--- config.mk ---
export PLATFORM = sky130hd
export DESIGN_NAME = cpu_control_unit
export DESIGN_NICKNAME = d
export VERILOG_FILES = /design/src/rtl/cpu_pkg.sv /design/src/rtl/cpu_control_decode.sv /design/src/rtl/cpu_control_unit.sv
export SDC_FILE = /design/constraint.sdc
export NUM_CORES = 1
export LEC_CHECK = 0
export BUFFER_PORTS_ARGS = -buffer_cell sky130_fd_sc_hd__clkbuf_2
export CAP_MARGIN = 20
export CORE_MARGIN = 2
export CORE_UTILIZATION = 45
export DETAILED_ROUTE_END_ITERATION = 12
export GPL_TIMING_DRIVEN = 0
export PLACE_DENSITY = 0.68
export SLEW_MARGIN = 20
export SYNTH_ARGS = -nofsm -noshare
export SYNTH_HDL_FRONTEND = slang
export SYNTH_SLANG_ARGS = --single-unit
--- constraint.sdc ---
create_clock -name clk -period 2.8 [get_ports clk]
set_input_delay 0.14 -clock clk [delete_from_list [all_inputs] [get_ports clk]]
set_output_delay 0.14 -clock clk [all_outputs]
set_load 0.05 [all_outputs]
--- src/rtl/cpu_pkg.sv ---
// Shared definitions for the 16-bit CPU control path.
// Latency: n/a (types, constants and a helper only).
// Backpressure: n/a.
// Contents: opcode values, FSM state encoding, register-file write source selects.
package cpu_pkg;

  localparam logic [3:0] OP_NOP  = 4'h0;
  localparam logic [3:0] OP_ADD  = 4'h1;
  localparam logic [3:0] OP_SUB  = 4'h2;
  localparam logic [3:0] OP_AND  = 4'h3;
  localparam logic [3:0] OP_OR   = 4'h4;
  localparam logic [3:0] OP_XOR  = 4'h5;
  localparam logic [3:0] OP_NOT  = 4'h6;
  localparam logic [3:0] OP_LDI  = 4'h7;
  localparam logic [3:0] OP_LD   = 4'h8;
  localparam logic [3:0] OP_ST   = 4'h9;
  localparam logic [3:0] OP_JMP  = 4'hA;
  localparam logic [3:0] OP_JZ   = 4'hB;
  localparam logic [3:0] OP_JC   = 4'hC;
  localparam logic [3:0] OP_CALL = 4'hD;
  localparam logic [3:0] OP_RET  = 4'hE;
  localparam logic [3:0] OP_HLT  = 4'hF;

  typedef enum logic [2:0] {
    S_IDLE      = 3'd0,
    S_FETCH     = 3'd1,
    S_DECODE    = 3'd2,
    S_EXECUTE   = 3'd3,
    S_MEMORY    = 3'd4,
    S_WRITEBACK = 3'd5,
    S_HALT      = 3'd6,
    S_FAULT     = 3'd7
  } cpu_state_t;

  localparam logic [1:0] SEL_ALU = 2'b00;
  localparam logic [1:0] SEL_IMM = 2'b01;
  localparam logic [1:0] SEL_MEM = 2'b10;

  function automatic logic is_alu_op(input logic [3:0] op);
    return op inside {OP_ADD, OP_SUB, OP_AND, OP_OR, OP_XOR, OP_NOT};
  endfunction

endpackage

--- src/rtl/cpu_control_decode.sv ---
// Purpose: combinational map from (state, latched opcode, latched flags) to datapath strobes.
// Latency: 0 cycles, all inputs are flops in cpu_control_unit, so outputs are Moore.
// Backpressure: none; MEMORY strobes simply persist while the FSM waits for mem_ready.
// Ports: state/op/zf/cf in; imem/decode/alu/regfile/dmem/PC strobes, halted, fault out.
module cpu_control_decode
  import cpu_pkg::*;
(
  input  cpu_state_t  state,
  input  logic [3:0]  op,
  input  logic        zf,
  input  logic        cf,
  output logic        imem_enable,
  output logic        decode_enable,
  output logic        alu_enable,
  output logic [3:0]  alu_op,
  output logic        reg_write_enable,
  output logic [1:0]  reg_write_sel,
  output logic        mem_read,
  output logic        mem_write,
  output logic        pc_increment,
  output logic        jump_enable,
  output logic        return_enable,
  output logic        halted,
  output logic        fault
);

  always_comb begin
    imem_enable      = 1'b0;
    decode_enable    = 1'b0;
    alu_enable       = 1'b0;
    alu_op           = 4'h0;
    reg_write_enable = 1'b0;
    reg_write_sel    = SEL_ALU;
    mem_read         = 1'b0;
    mem_write        = 1'b0;
    pc_increment     = 1'b0;
    jump_enable      = 1'b0;
    return_enable    = 1'b0;
    halted           = 1'b0;
    fault            = 1'b0;
    case (state)
      S_FETCH:   imem_enable = 1'b1;
      S_DECODE:  decode_enable = 1'b1;
      S_EXECUTE: begin
        // alu_op is only presented while the ALU is actually enabled.
        if (is_alu_op(op)) begin
          alu_enable = 1'b1;
          alu_op     = op;
        end
      end
      S_MEMORY: begin
        mem_read  = (op == OP_LD);
        mem_write = (op == OP_ST);
      end
      S_WRITEBACK: begin
        // Exactly one PC action per instruction is raised here.
        case (op)
          OP_LDI: begin
            reg_write_enable = 1'b1;
            reg_write_sel    = SEL_IMM;
            pc_increment     = 1'b1;
          end
          OP_LD: begin
            reg_write_enable = 1'b1;
            reg_write_sel    = SEL_MEM;
            pc_increment     = 1'b1;
          end
          OP_JMP, OP_CALL: jump_enable = 1'b1;
          OP_JZ: begin
            jump_enable  = zf;
            pc_increment = ~zf;
          end
          OP_JC: begin
            jump_enable  = cf;
            pc_increment = ~cf;
          end
          OP_RET: return_enable = 1'b1;
          default: begin
            // NOP, ST and the ALU group all advance the PC.
            reg_write_enable = is_alu_op(op);
            pc_increment     = 1'b1;
          end
        endcase
      end
      S_HALT:  halted = 1'b1;
      S_FAULT: fault  = 1'b1;
      default: ;
    endcase
  end

endmodule

--- src/rtl/cpu_control_unit.sv ---
// Purpose: multi-cycle sequencer FETCH/DECODE/EXECUTE/[MEMORY]/WRITEBACK with call-depth tracking.
// Latency: 4 cycles per instruction, 5+w for LD/ST (w = extra cycles waiting on mem_ready).
// Backpressure: MEMORY holds its request until mem_ready, faulting after MEM_TIMEOUT cycles.
// Ports: clk, reset (async active-low), start, opcode, zero/carry flags, mem_ready in;
//        datapath strobes, halted, fault, call_depth and debug state out.
module cpu_control_unit
  import cpu_pkg::*;
#(
  parameter int STACK_DEPTH = 8,
  parameter int MEM_TIMEOUT = 15
) (
  input  logic                             clk,
  input  logic                             reset,
  input  logic                             start,
  input  logic [3:0]                       opcode,
  input  logic                             zero_flag,
  input  logic                             carry_flag,
  input  logic                             mem_ready,
  output logic                             imem_enable,
  output logic                             decode_enable,
  output logic                             alu_enable,
  output logic [3:0]                       alu_op,
  output logic                             reg_write_enable,
  output logic [1:0]                       reg_write_sel,
  output logic                             mem_read,
  output logic                             mem_write,
  output logic                             pc_increment,
  output logic                             jump_enable,
  output logic                             return_enable,
  output logic                             halted,
  output logic                             fault,
  output logic [$clog2(STACK_DEPTH+1)-1:0] call_depth,
  output logic [2:0]                       state
);

  localparam int DW = $clog2(STACK_DEPTH + 1);
  localparam int TW = $clog2(MEM_TIMEOUT + 1);

  cpu_state_t     cur_state;
  logic [3:0]     op_q;
  logic           zf_q;
  logic           cf_q;
  logic [DW-1:0]  depth_q;
  logic [TW-1:0]  wait_q;

  always_ff @(posedge clk or negedge reset) begin
    if (!reset) begin
      cur_state <= S_IDLE;
      op_q      <= 4'h0;
      zf_q      <= 1'b0;
      cf_q      <= 1'b0;
      depth_q   <= '0;
      wait_q    <= '0;
    end else begin
      case (cur_state)
        S_IDLE: if (start) cur_state <= S_FETCH;
        S_FETCH: cur_state <= S_DECODE;
        S_DECODE: begin
          // Sampled on the edge into EXECUTE so EXECUTE strobes come from flops.
          op_q      <= opcode;
          cur_state <= S_EXECUTE;
        end
        S_EXECUTE: begin
          zf_q   <= zero_flag;
          cf_q   <= carry_flag;
          wait_q <= '0;
          // Stack bound violations fault before any PC or depth change.
          if ((op_q == OP_CALL && depth_q == DW'(STACK_DEPTH)) ||
              (op_q == OP_RET && depth_q == '0))
            cur_state <= S_FAULT;
          else if (op_q == OP_LD || op_q == OP_ST)
            cur_state <= S_MEMORY;
          else if (op_q == OP_HLT)
            cur_state <= S_HALT;
          else
            cur_state <= S_WRITEBACK;
        end
        S_MEMORY: begin
          // wait_q counts completed MEMORY cycles; ready on the last allowed cycle still wins.
          if (mem_ready)
            cur_state <= S_WRITEBACK;
          else if (wait_q == TW'(MEM_TIMEOUT - 1))
            cur_state <= S_FAULT;
          else
            wait_q <= wait_q + TW'(1);
        end
        S_WRITEBACK: begin
          cur_state <= S_FETCH;
          if (op_q == OP_CALL)
            depth_q <= depth_q + DW'(1);
          else if (op_q == OP_RET)
            depth_q <= depth_q - DW'(1);
        end
        default: ; // HALT and FAULT are left only through reset
      endcase
    end
  end

  assign call_depth = depth_q;
  assign state      = cur_state;

  cpu_control_decode u_decode (
    .state            (cur_state),
    .op               (op_q),
    .zf               (zf_q),
    .cf               (cf_q),
    .imem_enable      (imem_enable),
    .decode_enable    (decode_enable),
    .alu_enable       (alu_enable),
    .alu_op           (alu_op),
    .reg_write_enable (reg_write_enable),
    .reg_write_sel    (reg_write_sel),
    .mem_read         (mem_read),
    .mem_write        (mem_write),
    .pc_increment     (pc_increment),
    .jump_enable      (jump_enable),
    .return_enable    (return_enable),
    .halted           (halted),
    .fault            (fault)
  );

endmodule

# --- Word-level counts from Yosys, hierarchy flattened ---
# Index checks and enable logic that the tools add are counted.
totals:
  output_inout_bits: 24
  inputBits: 10
  elab_cells: 88
  register_bits: 17
classes:
  bitwise: 2
  n_reduce_logical: 17
  n_addsub: 3
  muxes: 32
  eq_ne: 28
ops:
  columns: ["cell", "count"]
  rows:
  - ["$eq A4 B4 Y1 const B", 10]
  - ["$mux W4", 6]
  - ["$pmux W3 S6", 1]
  - ["$eq A4 B3 Y1 const B", 4]
  - ["$mux W1", 13]
  - ["$eq A3 B3 Y1 const B", 4]
  - ["$reduce_bool A6 Y1", 2]
  - ["$mux W3", 3]
  - ["$add A4 B1 Y4 const B", 2]
  - ["$eq A4 B2 Y1 const B", 2]
  - ["$mux W2", 4]
  - ["$pmux W4 S2", 1]
  - ["$eq A3 B2 Y1 const B", 2]
  - ["$ne A2 B2 Y1 const B", 3]
  - ["$pmux W1 S3", 2]
  - ["$reduce_and A3 Y1", 2]
  - ["$reduce_or A5 Y1", 1]
  - ["$eq A4 B1 Y1 const B", 1]
  - ["$logic_not A4 Y1", 1]
  - ["$pmux W2 S2", 1]
  - ["$reduce_bool A2 Y1", 2]
  - ["$reduce_or A2 Y1", 2]
  - ["$sub A4 B1 Y4 const B", 1]
  - ["$eq A3 B1 Y1 const B", 1]
  - ["other kinds (8)", 11]

# --- Depth between registers and ports, before layout ---
# Gate-level depths: netlist (run 1).
logic_depth:
  ltp_word: 5
  mapped_depth: 7
  mapped_depth_nobuf: 6

# --- By module ---
# A second synthesis (run 1) with hierarchy kept.
hier_totals:
  cells_unflattened: 127
  area_unflattened_um2: 1193.6
by_module_without_submodules:
  columns: ["mod", "n_inst", "area_per_inst_um2", "cells_per_inst", "seq_area_each_um2"]
  rows:
  - ["cpu_control_unit", 1, 924.6, 86, 425.4]
  - ["cpu_control_decode", 1, 269.0, 41, 0.0]

# --- Least setup slack after synthesis (run 1) ---
# No wires, ideal clock.
synth_timing:
  kind: "register -> output"
  from: "reg cur_state[1], in the netlist state[1]"
  to: "out alu_op[0]"
  required_ps: 2660
  arrival_time_ps: 3358
  n_path_buf: 1
  slack_ps: -698
  path_stages_with_launch: 5
  cell_sequence: "dfrtp_1 > buf_2 > nand3_1 > nor4_1 > and2_1"
synth_via:
  elab_chain_cells: 2
synth_rtl:
  columns: ["item", "line", "source"]
  rows:
  - ["start, declared", "cpu_control_unit.sv:39", "cpu_state_t cur_state;"]
  - ["start signal, assigned", "cpu_control_unit.sv:48", "cur_state <= S_IDLE;"]
  - ["start signal, assigned", "cpu_control_unit.sv:56", "S_IDLE: if (start) cur_state <= S_FETCH;"]
  - ["start signal, assigned", "cpu_control_unit.sv:57", "S_FETCH: cur_state <= S_DECODE;"]
  - ["$eq A3 B2 Y1", "cpu_control_decode.sv:41", "case (state)"]
  - ["$mux W4", "cpu_control_decode.sv:41", null]
  - ["end, declared", "cpu_control_unit.sv:22", "output logic [3:0] alu_op,"]
# No other way between the ends.

# --- Worst setup path in the final report (run 1) ---
layout_timing:
  from: "reg cur_state[2], in the netlist state[2]"
  to: "out alu_op[0]"
# The elaborated chain is that of the path after synthesis.

==> results of run 1 <==
==> final timing paths <==
kind                       startpoint            end  slack [ns]  cells past startpoint
max                          state[2]      alu_op[0]        0.56                      6
min                         opcode[1]        op_q[1]        0.06                      3
max reg2reg                 wait_q[0]      wait_q[3]        0.80                      7
min reg2reg                 wait_q[2]      wait_q[2]        0.51                      1
max in group asynchronous       reset  call_depth[0]        2.17                      2
min in group asynchronous       reset           cf_q        0.32                      2
==> power by group through the flow <==
stage	combinational (uW)	sequential [uW]	clock [uW]
after global routing	1230	475	144
after floorplan	729	612	0
final	1110	456	129
after CTS	1120	457	134
after detailed placement	1110	462	0
after global placement	1100	454	0
==> stage by stage <==
stage	hold slack [ns]	cells	total power (uW)	setup slack, ns
floorplan	-0.156	121	1340	0.0206
global placement	0.0932	181	1550	0.881
detailed placement	0.0988	181	1580	0.833
CTS	0.0539	186	1710	0.558
global route	0.0651	186	1850	0.394
finish	0.0604	186	1700	0.564
==> metal layers <==
layer  up-vias  part of all wire [%]  global-route usage [%]  wire, um
met5         -                     0                       0         0
met4         0                   1.1                    6.41        25
met3         5                   5.6                    3.43       131
met2        35                    43                    28.1      1010
met1       457                    50                    29.6      1190
li1        512                     -                       -         -
==> placed cells by master (no fill, tap or decap), types with 2 or more instances in the layout <==
master and count:
buf_2 2, clkbuf_2 32, xnor2_1 3, a21oi_1 6, nand2_1 6, inv_1 8
nand3_1 5, nor3_1 10, nor2_1 8, ha_1 4, buf_4 2, or3_1 2
xor2_1 2, clkbuf_1 5, clkbuf_4 3, a31oi_1 3, and2_1 2, dfrtp_1 17
nor4_1 2, o21ai_0 9, mux2_2 6
==> cell usage after synthesis <==
| master | number | area (um^2) |
|---|---|---|
| buf_4 | 2 | 15.0 |
| a31oi_1 | 3 | 18.8 |
| a21oi_1 | 6 | 30.0 |
| ha_1 | 4 | 50.1 |
| a32o_1 | 1 | 10.0 |
| a21boi_1 | 1 | 7.51 |
| nand3b_1 | 1 | 7.51 |
| nand3_1 | 5 | 25.0 |
| inv_1 | 8 | 30.0 |
| xnor2_1 | 3 | 26.3 |
| buf_2 | 2 | 10.0 |
| dfrtp_1 | 17 | 425 |
| o31ai_1 | 1 | 7.51 |
| nand4b_1 | 1 | 8.76 |
| nor3b_1 | 1 | 7.51 |
| and2_1 | 2 | 12.5 |
| conb_1 | 1 | 3.75 |
| or4b_2 | 1 | 10.0 |
| o211ai_1 | 1 | 7.51 |
| o2111ai_1 | 1 | 8.76 |
| mux2_2 | 6 | 67.6 |
| clkbuf_1 | 4 | 15.0 |
| nor3_1 | 11 | 55.1 |
| nand2b_1 | 1 | 6.26 |
| nand2_1 | 6 | 22.5 |
| a221oi_1 | 1 | 8.76 |
| nor2_1 | 8 | 30.0 |
| nor4_1 | 4 | 25.0 |
| and3_1 | 1 | 6.26 |
| o21ai_0 | 9 | 45.0 |
| nand2b_4 | 1 | 13.8 |
| or4_1 | 1 | 7.51 |
| or3_1 | 2 | 12.5 |
| and4_1 | 1 | 8.76 |
| xor2_1 | 2 | 17.5 |
| or2_2 | 1 | 6.26 |
==> sequential cells by signal, indices dropped and copies added (netlist names) <==
name,flops
call_depth,4
wait_q,4
cf_q,1
state,3
zf_q,1
op_q,4
==> cells by family (layout without fill, tap and decap cells) <==
group                    after synthesis  count (layout)  share of synthesized area, %
other                                  1               1                         0.351
XOR/XNOR                               5               5                          4.09
multiplexers                           6               6                          6.32
flip-flops                            17              17                          39.8
AO/OA/AOI/OAI                         24              24                          13.5
adder cells (fa/ha/maj)                4               4                          4.68
AND/OR/NAND/NOR                       48              48                          24.8
buffers and inverters                 16              53                          6.55
==> worst max-delay path, cell delays in order (launching register included) <==
cell	delay, ns
dfrtp_1	0.38
buf_4	0.17
inv_1	0.10
nand3_1	0.33
nor4_4	0.39
and2_1	0.17
clkbuf_2	0.27
==> layout make-up <==
cell class              count  share of cell area (%)
inverters                   8                    2.26
clock buffers               4                    1.98
multi-input cells          88                    45.2
plain buffers               8                    3.02
flip-flops and latches     17                    32.0
well taps                  28                    2.64
repair buffers             33                    12.8
==> summary.md, run 1 <==
| Metric | Value |
|---|---|
| Residual DRC count | 0 |
| Crit share post-route | 79.9% |
| DP Wirelength | 1820 um |
| Fillers | 215 |
| Sink Count | 17 |
| Setup violators final | 0 |
| Outcome | finished, final reports clean |
| Die Area | 2780 um^2 |
| Iter 0 DRT Violations | 21 |
| Top Ports | 34 |
| Lkg Pwr | 0.000613 uW |
| Routed Antenna Nets | 0 |
| Initial Util | 47.9% |
| Sequential area share after synthesis | 39.8% |
| Syn_nets | 135 |
| Yosys reg bits | 17 |
| Syn_area_per_cell | 8.84 um^2 |
| Critical Path End Type | output port |
| Proportion of power drawn by the clock network | 7.6% |
| NetSw | 947 uW |
| Tightest Hold Check Type | in -> reg |
| Seq pwr share | 26.9% |
| Layout Nets | 173 |
| Critical path fanouts, max | 8 |
| WP data required | 2.66 ns |
| Cell area after layout | 1330 um^2 |
| GRT Total Usage | 19.7% |
| Area of placed instances | 1290 um^2 |
| Routability cong. | 0.777 |
| Buffers on Ports | 32 |
| Vias in the first global route | 905 |
| Fin crit period | 2.24 ns |
| Detailed Routing Iterations Pass 1 | 4 |
| Pin count of the biggest net entering global routing | 18 |
| Post-CTS setup repair buffer count | 0 |
| Hold_buf cts | 1 |
| Fin util | 59.4% |
| Library cells used by synthesis | 36 |
| Setup crit start kind | register |
| CTS tree | done |
| Max clock buf depth | 2 |
| Final Hold Vio Count | 0 |
| H-tree levels | 1 |
| Setup CP Type | reg -> out |
| Cell area power density | 1280 nW/um^2 |
| ANT cells | 0 |
| Vias per cell | 5.42 |
| Area Growth Syn to Fin | 24.1% |
| Gr ovfl total | 0 |
| First-pass GRT wire length | 4070 um |
| Root buffer cell | clkbuf_4 |
| Sw Ratio | 55.8% |
| # rows | 17 |
| CTS resizes | 0 |
| Num CTS Buffers | 3 |
| Worst vdd ir | 0.000687 V |
| DR vias | 1009 |
| Multi-input combinational cell area | 601 um^2 |
| Die extent in x | 52.8 um |
| Total wire length | 2350 um |
| Max-slew violation count | 0 |
| Slew headroom | 67.1% |
| Fmax | 447 MHz |
| Die height | 52.8 um |
| Cell area after synthesis | 1070 um^2 |
| Internal | 750 uW |
| Clk slew on worst S/H paths | 0.09 ns |
| RSZ-0062 raised after global routing | false |
| Critical Path AT | 2.10 ns |
| Sequential Area | 425 um^2 |
| WL per Instance | 12.7 um |
| Final setup TNS | 0 ns |
| CORE AREA | 2230 um^2 |
| Layout cells sized above 1 | 32.3% |
| Post-synthesis cell count | 121 |
| Comb power frac | 65.5% |
| Clk_lat worst skew | 0.29 ns |
| Max_cap viols | 0 |
| Worst Tran Pin Value | 0.489 ns |
| Worst Skew | 0.00442 ns |
| Initial antenna violation count | 0 |
| Warnings, synthesis | 0 |
(Power assumes the default switching activity.)
==> run 2, diff against run 1 <==
Settings changed: PLACE_DENSITY 0.68 to 0.71.
Clock period 2.8 ns to 1.8 ns, I/O delays scaled along.
==> run 2 against run 1 <==
Against the previous run:
- worst setup slack lost 0.56 ns
- clock skew is essentially flat
- sequential share of layout area down 6.8 points
- via count rose by 9.3%
- sequential cell count unchanged
- global-route usage grew 3.6 points
- total power up 98%
- utilization up 17 points
- register-to-register slack worse by 0.79 ns
- largest cell class unchanged
==> summary.md, run 2 (same netlist as run 1, synthesis figures left out) <==
| Metric | Value |
|---|---|
| Top Ports | 34 |
| Setup crit start kind | register |
| Worst Hold Depth | 3 |
| Critical path fanouts, max | 6 |
| Delay-heaviest family, CP | flip-flops |
| # rows | 17 |
| Final Hold Vio Count | 0 |
| CTS tree | done |
| Setup CP Type | reg -> reg |
| Initial antenna violation count | 0 |
| Vias per cell | 5.33 |
| DP Wirelength | 1920 um |
| Num CTS Buffers | 3 |
| Die Area | 2780 um^2 |
| Max-slew violation count | 0 |
| Lkg Pwr | 0.000776 uW |
| CP bufs+invs | 0 |
| Crit share post-route | 99.7% |
| Critical Path End Type | register |
| Final setup TNS | 0 ns |
| ANT cells | 0 |
| H-tree levels | 1 |
| GRT Total Usage | 23.3% |
| Worst R2R End | call_depth[2] |
| Layout Nets | 194 |
| WL per Instance | 14.4 um |
| Placed Cells | 181 |
| First-pass GRT wire length | 4710 um |
| Routability cong. | 0.829 |
| Total wire length | 2990 um |
| Max incr delay on CP | 0.45 ns |
| Layout cells sized above 1 | 57.5% |
| CORE AREA | 2230 um^2 |
| Slowest CP cell | dfrtp_2 |
| Clk slew on worst S/H paths | 0.11 ns |
| Fin crit period | 1.79 ns |
| Initial Util | 47.9% |
| Clk_lat worst skew | 0.30 ns |
| Residual DRC count | 0 |
| DR vias | 1103 |
| Worst Skew | 0.00404 ns |
| Buffers on Ports | 32 |
| WP data required | 2.00 ns |
| Hold path startpoint | opcode[1] |
| Flop2flop setup slack | 0.006 ns |
| Max clock buf depth | 2 |
| Commonest non-fill, non-tap cell in the layout | buf_4 |
| Outcome | finished, final reports clean |
| Fin util | 76.5% |
| Reg2reg path depth | 6 |
| Vias in the first global route | 1056 |
| Most frequent cells in the layout | buf_4 (26), clkbuf_2 (21), dfrtp_1 (12) |
| Sink Count | 17 |
| Worst vdd ir | 0.00124 V |
| RSZ-0062 raised after global routing | true |
| Gr ovfl total | 0 |
| Crit path cell chain | nand4b_1 -> xor2_1 -> ha_2 -> a21oi_2 -> xnor2_1 -> mux2_2 |
| Critical Path AT | 1.99 ns |
| Worst r2r src | op_q[1] |
| Cell area power density | 1970 nW/um^2 |
| Root buffer cell | clkbuf_4 |
| Fmax | 557 MHz |
| Setup violators final | 0 |
| Iter 0 DRT Violations | 20 |
| Hold Crit Endpoint | op_q[1] |
| Tightest Hold Check Type | in -> reg |
| Detailed Routing Iterations Pass 1 | 4 |
| Max_cap viols | 0 |
| Pin count of the biggest net entering global routing | 18 |
| Post-Layout Cell Count | 207 |
| Routed Antenna Nets | 0 |
| Die height | 52.8 um |
| Die extent in x | 52.8 um |
| Area Growth Syn to Fin | 59.8% |
-- run 2: changes by cell type in the layout (fill, tap and decap cells not counted), sizes merged --
cell / previous run / this run
buf: 4 / 37
clkbuf: 40 / 26
clkinv: 0 / 1
dlygate4sd3: 1 / 2
-- run 2: report_power, final --
group	switching [uW]	total, uW	leakage [uW]	internal, uW
clock	131	214	0.0000177	82.9
sequential	227	784	0.000207	557
combinational	1420	2370	0.000551	944
total	1780	3370	0.000776	1580
-- run 2: stage by stage --
stage / hold slack (ns) / power (uW) / instance area (um^2) / setup WS, ns
finish: 0.00611 / 3370 / 1710 / 0.00575
global route: 0.00290 / 3600 / 1710 / -0.0511
CTS: 0.00650 / 3110 / 1590 / -0.00536
detailed placement: 0.0554 / 2650 / 1380 / -0.199
global placement: 0.0531 / 2590 / 1380 / -0.163
floorplan: -0.206 / 2260 / 1180 / -0.328
-- run 2: what timing repair did --
action / in CTS / in global routing
hold endpoints to repair: 18 / 0
pin swaps: 4 / 4
hold buffers: 2 / 0
endpoints found under the setup margin: 16 / 16
resized for setup: 24 / 25
buffers inserted: 12 / 12
-- run 2: how the worst max path moves through the flow --
stage | slack [ns] | cells after the start | startpoint | endpoint
detailed placement | -0.20 | 7 | op_q[1] | call_depth[3]
floorplan | -0.33 | 5 | state[1] | call_depth[3]
global route | -0.05 | 6 | op_q[1] | call_depth[2]
finish | 0.006 | 6 | op_q[1] | call_depth[2]
CTS | -0.005 | 6 | op_q[1] | call_depth[3]
global placement | -0.16 | 4 | state[1] | call_depth[2]
-- run 2: per-layer routing --
| metal | routed length [um] | up-vias | global-route usage [%] | part of all wire, % |
|---|---|---|---|---|
| met4 | 44 | 0 | 8.55 | 1.5 |
| met1 | 1290 | 524 | 28.0 | 43 |
| met3 | 85 | 7 | 3.71 | 2.8 |
| met5 | 0 | - | 0 | 0 |
| li1 | - | 548 | - | - |
| met2 | 1560 | 24 | 41.3 | 52 |
-- run 2: layout make-up --
cell class,instances,area [um^2]
well taps,28,35.0
fillers,154,524
clock inverters,1,5.00
plain buffers,4,37.5
multi-input cells,88,741
flip-flops and latches,17,432
inverters,8,32.5
clock buffers,3,22.5
repair buffers,58,404
-- run 2: worst reg2reg max path, delay by kind of cell, from the launching register on --
family	cells	cell delay [ns]
flops	1	0.45
simple gates	1	0.34
xor+xnor	2	0.33
mux	1	0.26
fa+ha+maj	1	0.19
compound gates	1	0.13
